File: src/rtl/spike_rate_decoder.sv
// -----------------------------------------------------------------------------
// spike_rate_decoder
//
// Converts a spike train into a rate code. The decoder counts spikes over a
// fixed window of WINDOW enabled clock cycles and presents each window's count
// through a one-entry valid/ready output register. If the consumer has not
// taken the previous count when a new window completes, the new count is
// dropped and a sticky overrun flag is raised.
//
// Parameters
//   WINDOW      integration window length in enabled cycles (legal 2..256)
//
// Ports
//   clk         clock, all state updates on the rising edge
//   rst         synchronous active-high reset, overrides every other input
//   en          window counting enable; counters hold while low
//   spike_in    spike train, one spike per high cycle
//   clr_ovr     clears the overrun flag (a same-edge set wins)
//   rate_ready  consumer ready for rate_out
//   rate_out    spike count of the last completed window (saturates at 255)
//   rate_valid  rate_out holds an unconsumed result
//   overrun     sticky: a completed window result was discarded
// -----------------------------------------------------------------------------
module spike_rate_decoder #(
  parameter int WINDOW = 16
) (
  input  logic       clk,
  input  logic       rst,
  input  logic       en,
  input  logic       spike_in,
  input  logic       clr_ovr,
  input  logic       rate_ready,
  output logic [7:0] rate_out,
  output logic       rate_valid,
  output logic       overrun
);

  localparam int            CW   = (WINDOW > 1) ? $clog2(WINDOW) : 1;
  localparam logic [CW-1:0] LAST = CW'(WINDOW - 1);

  typedef enum logic {
    EMPTY = 1'b0,
    FULL  = 1'b1
  } state_t;

  state_t      state_q;
  state_t      state_d;
  logic [CW-1:0] cyc;
  logic [7:0]  acc;
  logic        window_end;
  logic [7:0]  win_result;
  logic        load;
  logic        ovr_set;

  // ---------------------------------------------------------------------------
  // Window counting
  // ---------------------------------------------------------------------------
  assign window_end = en && (cyc == LAST);

  // The final cycle's spike belongs to the ending window, so it is folded in
  // here instead of going through acc (which is cleared on the same edge).
  assign win_result = (acc == 8'hFF) ? 8'hFF : (acc + {7'b0, spike_in});

  // NOTE: sequential state uses non-blocking assignments so every register
  // samples the pre-edge values, independent of statement order.
  always_ff @(posedge clk) begin
    if (rst) begin
      cyc <= '0;
      acc <= '0;
    end else if (en) begin
      if (window_end) begin
        cyc <= '0;
        acc <= '0;
      end else begin
        cyc <= cyc + 1'b1;
        if (spike_in && (acc != 8'hFF)) begin
          acc <= acc + 8'd1;
        end
      end
    end
  end

  // ---------------------------------------------------------------------------
  // Output stage: one-entry holding register with valid/ready handshake
  // ---------------------------------------------------------------------------
  // NOTE: every signal driven here gets a default first, so no path through
  // the case leaves it unassigned and no latch is inferred.
  always_comb begin
    state_d = state_q;
    load    = 1'b0;
    ovr_set = 1'b0;
    case (state_q)
      EMPTY: begin
        if (window_end) begin
          state_d = FULL;
          load    = 1'b1;
        end
      end
      FULL: begin
        if (window_end) begin
          // Consumer takes the old result on this edge: replace it in place.
          // Otherwise the old result is still owed, so the new one is lost.
          if (rate_ready) begin
            load = 1'b1;
          end else begin
            ovr_set = 1'b1;
          end
        end else if (rate_ready) begin
          state_d = EMPTY;
        end
      end
      default: state_d = EMPTY;
    endcase
  end

  always_ff @(posedge clk) begin
    if (rst) begin
      state_q  <= EMPTY;
      rate_out <= '0;
      overrun  <= 1'b0;
    end else begin
      state_q <= state_d;
      if (load) begin
        rate_out <= win_result;
      end
      if (ovr_set) begin
        overrun <= 1'b1;
      end else if (clr_ovr) begin
        overrun <= 1'b0;
      end
    end
  end

  // Decoded straight from the state register, so still free of any
  // combinational path from the inputs.
  assign rate_valid = (state_q == FULL);

endmodule

File: config.mk
export PLATFORM = sky130hd
export DESIGN_NAME = spike_rate_decoder
export DESIGN_NICKNAME = d
export VERILOG_FILES = /design/src/rtl/spike_rate_decoder.sv
export SDC_FILE = /design/constraint.sdc
export NUM_CORES = 1
export LEC_CHECK = 0
export BUFFER_PORTS_ARGS = -buffer_cell sky130_fd_sc_hd__buf_4
export CORE_UTILIZATION = 54
export CTS_CLUSTER_DIAMETER = 80
export CTS_CLUSTER_SIZE = 28
export DETAILED_ROUTE_END_ITERATION = 6
export MAX_ROUTING_LAYER = met4
export PLACE_DENSITY = 0.76
export SYNTH_ARGS = -nofsm -noshare
export SYNTH_HDL_FRONTEND = slang
export SYNTH_SLANG_ARGS = --single-unit
export TNS_END_PERCENT = 1
File: constraint.sdc
create_clock -name clk -period 1.9 [get_ports clk]
set_input_delay 0 -clock clk [delete_from_list [all_inputs] [get_ports clk]]
set_output_delay 0 -clock clk [all_outputs]
set_load 0.01 [all_outputs]
==> flow_summary_export.csv <==
group,metric,value,unit
timing,slew_viol_final,0,
drt,drt_wl_total,2029,um
timing,fin_crit_sh,84.32,%
critical_path,worstPathMaxFanout,8,
critical_path,end_kind,"register",
drt,drt-initial-drc-count,11,
synth,syn_inst,116,
timing,fin_crit,1.602,ns
timing,fmax,624.2,MHz
cells_and_area,nFillCells,156,
floorplan,io_pins,16,
clocking,clkTransAtPathRegs,0.12,ns
critical_path,r2r_setup_slack,0.30,ns
critical_path,cp_cell_sequence,"ha_1 > nand3_2 > or3b_1 > xor2_1 > nor2_1",
synth,yosys_warnings,0,
critical_path,cp-start-kind,"register",
timing,hold_violations,0,
floorplan,dieArea,2122,sq um
cells_and_area,final_common_cell,"dfxtp_1",
floorplan,die_h,46.07,um
drt,drcViolationCount,0,
grt,grtUsageTotal,22.93,%
timing,skew,0.002598,ns
critical_path,critPathKind,"reg2reg",
cells_and_area,n_antenna_cell,0,
clocking,cts_max_level,1,
clocking,cts_buffers,3,
floorplan,die_w,46.07,um
power,leakagePower,0.4767,nW
status,run_status,"finished, final reports clean",
clocking,cts_tree,"done",
grt,grt_pass1_wl,3325,um
cells_and_area,nNetsFinal,145,
drt,wl_per_cell,12.84,um
synth,netlist-cell-type-count,31,
cells_and_area,area_delta_synth_final,17.90,%
worst_hold_path,min-delay-start,"rate_ready",
cells_and_area,fin_util,70.07,%
cells_and_area,multi_input_area,561.8,sq um
worst_hold_path,min_to,"rate_valid$_SDFF_PP0_",
cells_and_area,stdcell_count,158,
grt,antenna_found_initial,0,
cells_and_area,seq_area,440.4,sq um
synth,seq_area_frac_synth,42.00,%
clocking,clock_latency,0.30,ns
critical_path,slowest_delay,0.47,ns
synth,synth-seq-cells,22,
timing,finalSetupViolCount,0,
timing,tightest_slew,0.3736,ns
timing,fin_tns_setup,0,ns
cells_and_area,mostFrequentLayoutCells,"22 x dfxtp_1, 20 x nor2_1, 18 x buf_4",
drt,final_antenna_net_count,0,
worst_hold_path,hold_depth,3,
synth,synth_area,1049,sq um
critical_path,required,2.10,ns
critical_path,reg2reg_depth,5,
critical_path,reg2reg_to,"acc[4]$_SDFFE_PP0P_",
critical_path,crit_slowest_cell,"dfxtp_1",
power,powerDensity,629.1,nW/um^2
drt,num_vias,870,
clocking,postCtsSetupBuffers,0,
grt,grt_max_degree,15,
clocking,cts-root-buf,"clkbuf_4",
placement,hpwlAfterDp,1520,um
drt,firstDrtPassIters,4,
run,cap_viol_max_count,0,
grt,grt_pass1_vias,751,
floorplan,rows,15,
clocking,cts_buffer_depth,2,
synth,avgSynthCellArea,9.039,sq um
worst_hold_path,holdCritPathClass,"in2reg",
critical_path,worst_ep_arrival_time,1.80,ns
power,ir_drop,0.4851,mV
floorplan,initial_utilization,59.43,%
synth,synth_fp_nets,127,
timing,timing.hold.ws,0.01238,ns
timing,rsz0062_at_grt,"false",
grt,overflow,0,
floorplan,coreArea,1764,sq um
critical_path,rr_startpoint,"acc[0]$_SDFFE_PP0P_",
placement,gp_congestion,0.8971,
placement,portBuffers,15,
clocking,numClockSinks,22,
cells_and_area,layout-drive-gt1-share,18.05,%
timing,slew_headroom,75.09,%
drt,vias_per_cell,5.506,
placement,dp.cells,152,
repair_timing:
item                                    in CTS  in global routing
endpoints found under the hold margin       13                  0
gates resized for setup                      0                  0
hold buffers                                 2                  0
endpoints found under the setup margin       0                  0
layer usage:
layer,routed length (um),share of wire [%],global-route usage [%],up-vias
li1,-,-,-,440
met1,932,46,27.71,407
met2,1008,50,36.62,18
met3,58,2.9,3.922,5
met4,30,1.5,11.18,0
met5,0,0,-,-
kinds of logic after synthesis:
group           share of synthesized area [%]
compound gates                          13.25
mux                                     1.909
buf+inv                                 4.415
fa+ha+maj                               5.967
flops                                   42.00
simple gates                            21.60
xor+xnor                                10.86
sequential cells by signal, summed over array words and instances, names as in the netlist:
name / cells
cyc: 4
rate_out: 8
overrun: 1
acc: 8
rate_valid: 1
power breakdown:
group,internal (mW),total [mW],switching [mW]
registers,0.467,0.475,0.00791
clock network,0.117,0.255,0.138
logic,0.0229,0.0477,0.0248
total,0.607,0.778,0.170
worst max-delay path: cells and delay by family (launching register included):
| family | cells | cell delay [ns] |
|---|---|---|
| AND/OR/NAND/NOR | 3 | 0.65 |
| XOR/XNOR | 1 | 0.14 |
| flip-flops | 1 | 0.47 |
| adder cells (fa/ha/maj) | 1 | 0.24 |
cells in the mapped netlist:
| library cell | count | area [sq um] |
|---|---|---|
| xnor2_1 | 4 | 35.03 |
| ha_1 | 5 | 62.56 |
| and2_1 | 1 | 6.260 |
| nor3_1 | 2 | 10.01 |
| nand3b_1 | 1 | 7.510 |
| nor2b_1 | 3 | 18.77 |
| o21a_1 | 1 | 7.510 |
| o2111ai_1 | 2 | 17.52 |
| buf_4 | 1 | 7.510 |
| dfxtp_1 | 22 | 440.4 |
| nand3_2 | 1 | 10.01 |
| o21bai_1 | 1 | 7.510 |
| or3_1 | 1 | 6.260 |
| buf_2 | 3 | 15.01 |
| nand2_1 | 4 | 15.01 |
| and4_1 | 1 | 8.760 |
| nor2_1 | 20 | 75.07 |
| a211oi_1 | 9 | 67.56 |
| xor2_1 | 9 | 78.83 |
| nand2b_1 | 3 | 18.77 |
| mux2i_1 | 2 | 20.02 |
| o211ai_2 | 1 | 12.51 |
| a21oi_1 | 3 | 15.01 |
| or3b_1 | 1 | 8.760 |
| clkbuf_2 | 1 | 5.000 |
| nand4_1 | 5 | 31.28 |
| o22ai_1 | 1 | 6.260 |
| o21ai_0 | 1 | 5.000 |
| nand3_1 | 2 | 10.01 |
| inv_1 | 3 | 11.26 |
| clkbuf_1 | 2 | 7.510 |
per-stage QoR:
| step | power (mW) | instance area [sq um] | setup WS, ns |
|---|---|---|---|
| 3_3_place_gp | 0.5269 | 1180 | 0.4053 |
| 5_1_grt | 0.8076 | 1236 | 0.1835 |
| 4_1_cts | 0.7845 | 1236 | 0.2981 |
| 2_1_floorplan | 0.5123 | 1049 | 0.4464 |
| 3_5_place_dp | 0.5301 | 1180 | 0.3131 |
| 6_report | 0.7777 | 1236 | 0.2980 |
how the worst max path moves through the flow:
stage | endpoint | from | slack (ns) | depth (start not counted)
after floorplan | acc[4]$_SDFFE_PP0P_ | acc[0]$_SDFFE_PP0P_ | 0.45 | 5
after global placement | acc[4]$_SDFFE_PP0P_ | acc[0]$_SDFFE_PP0P_ | 0.41 | 5
after detailed placement | acc[4]$_SDFFE_PP0P_ | acc[0]$_SDFFE_PP0P_ | 0.31 | 5
after CTS | acc[4]$_SDFFE_PP0P_ | acc[0]$_SDFFE_PP0P_ | 0.30 | 5
after global routing | acc[1]$_SDFFE_PP0P_ | acc[0]$_SDFFE_PP0P_ | 0.18 | 5
final | acc[4]$_SDFFE_PP0P_ | acc[0]$_SDFFE_PP0P_ | 0.30 | 5
cell type report:
class	count	area share, %
inverters	3	0.9109
repair buffers	20	12.55
well taps	25	2.530
flip-flops and latches	22	35.63
multi-input cells	84	45.45
clock buffers	4	2.935
No activity file was read; power rests on OpenSTA's default activity.
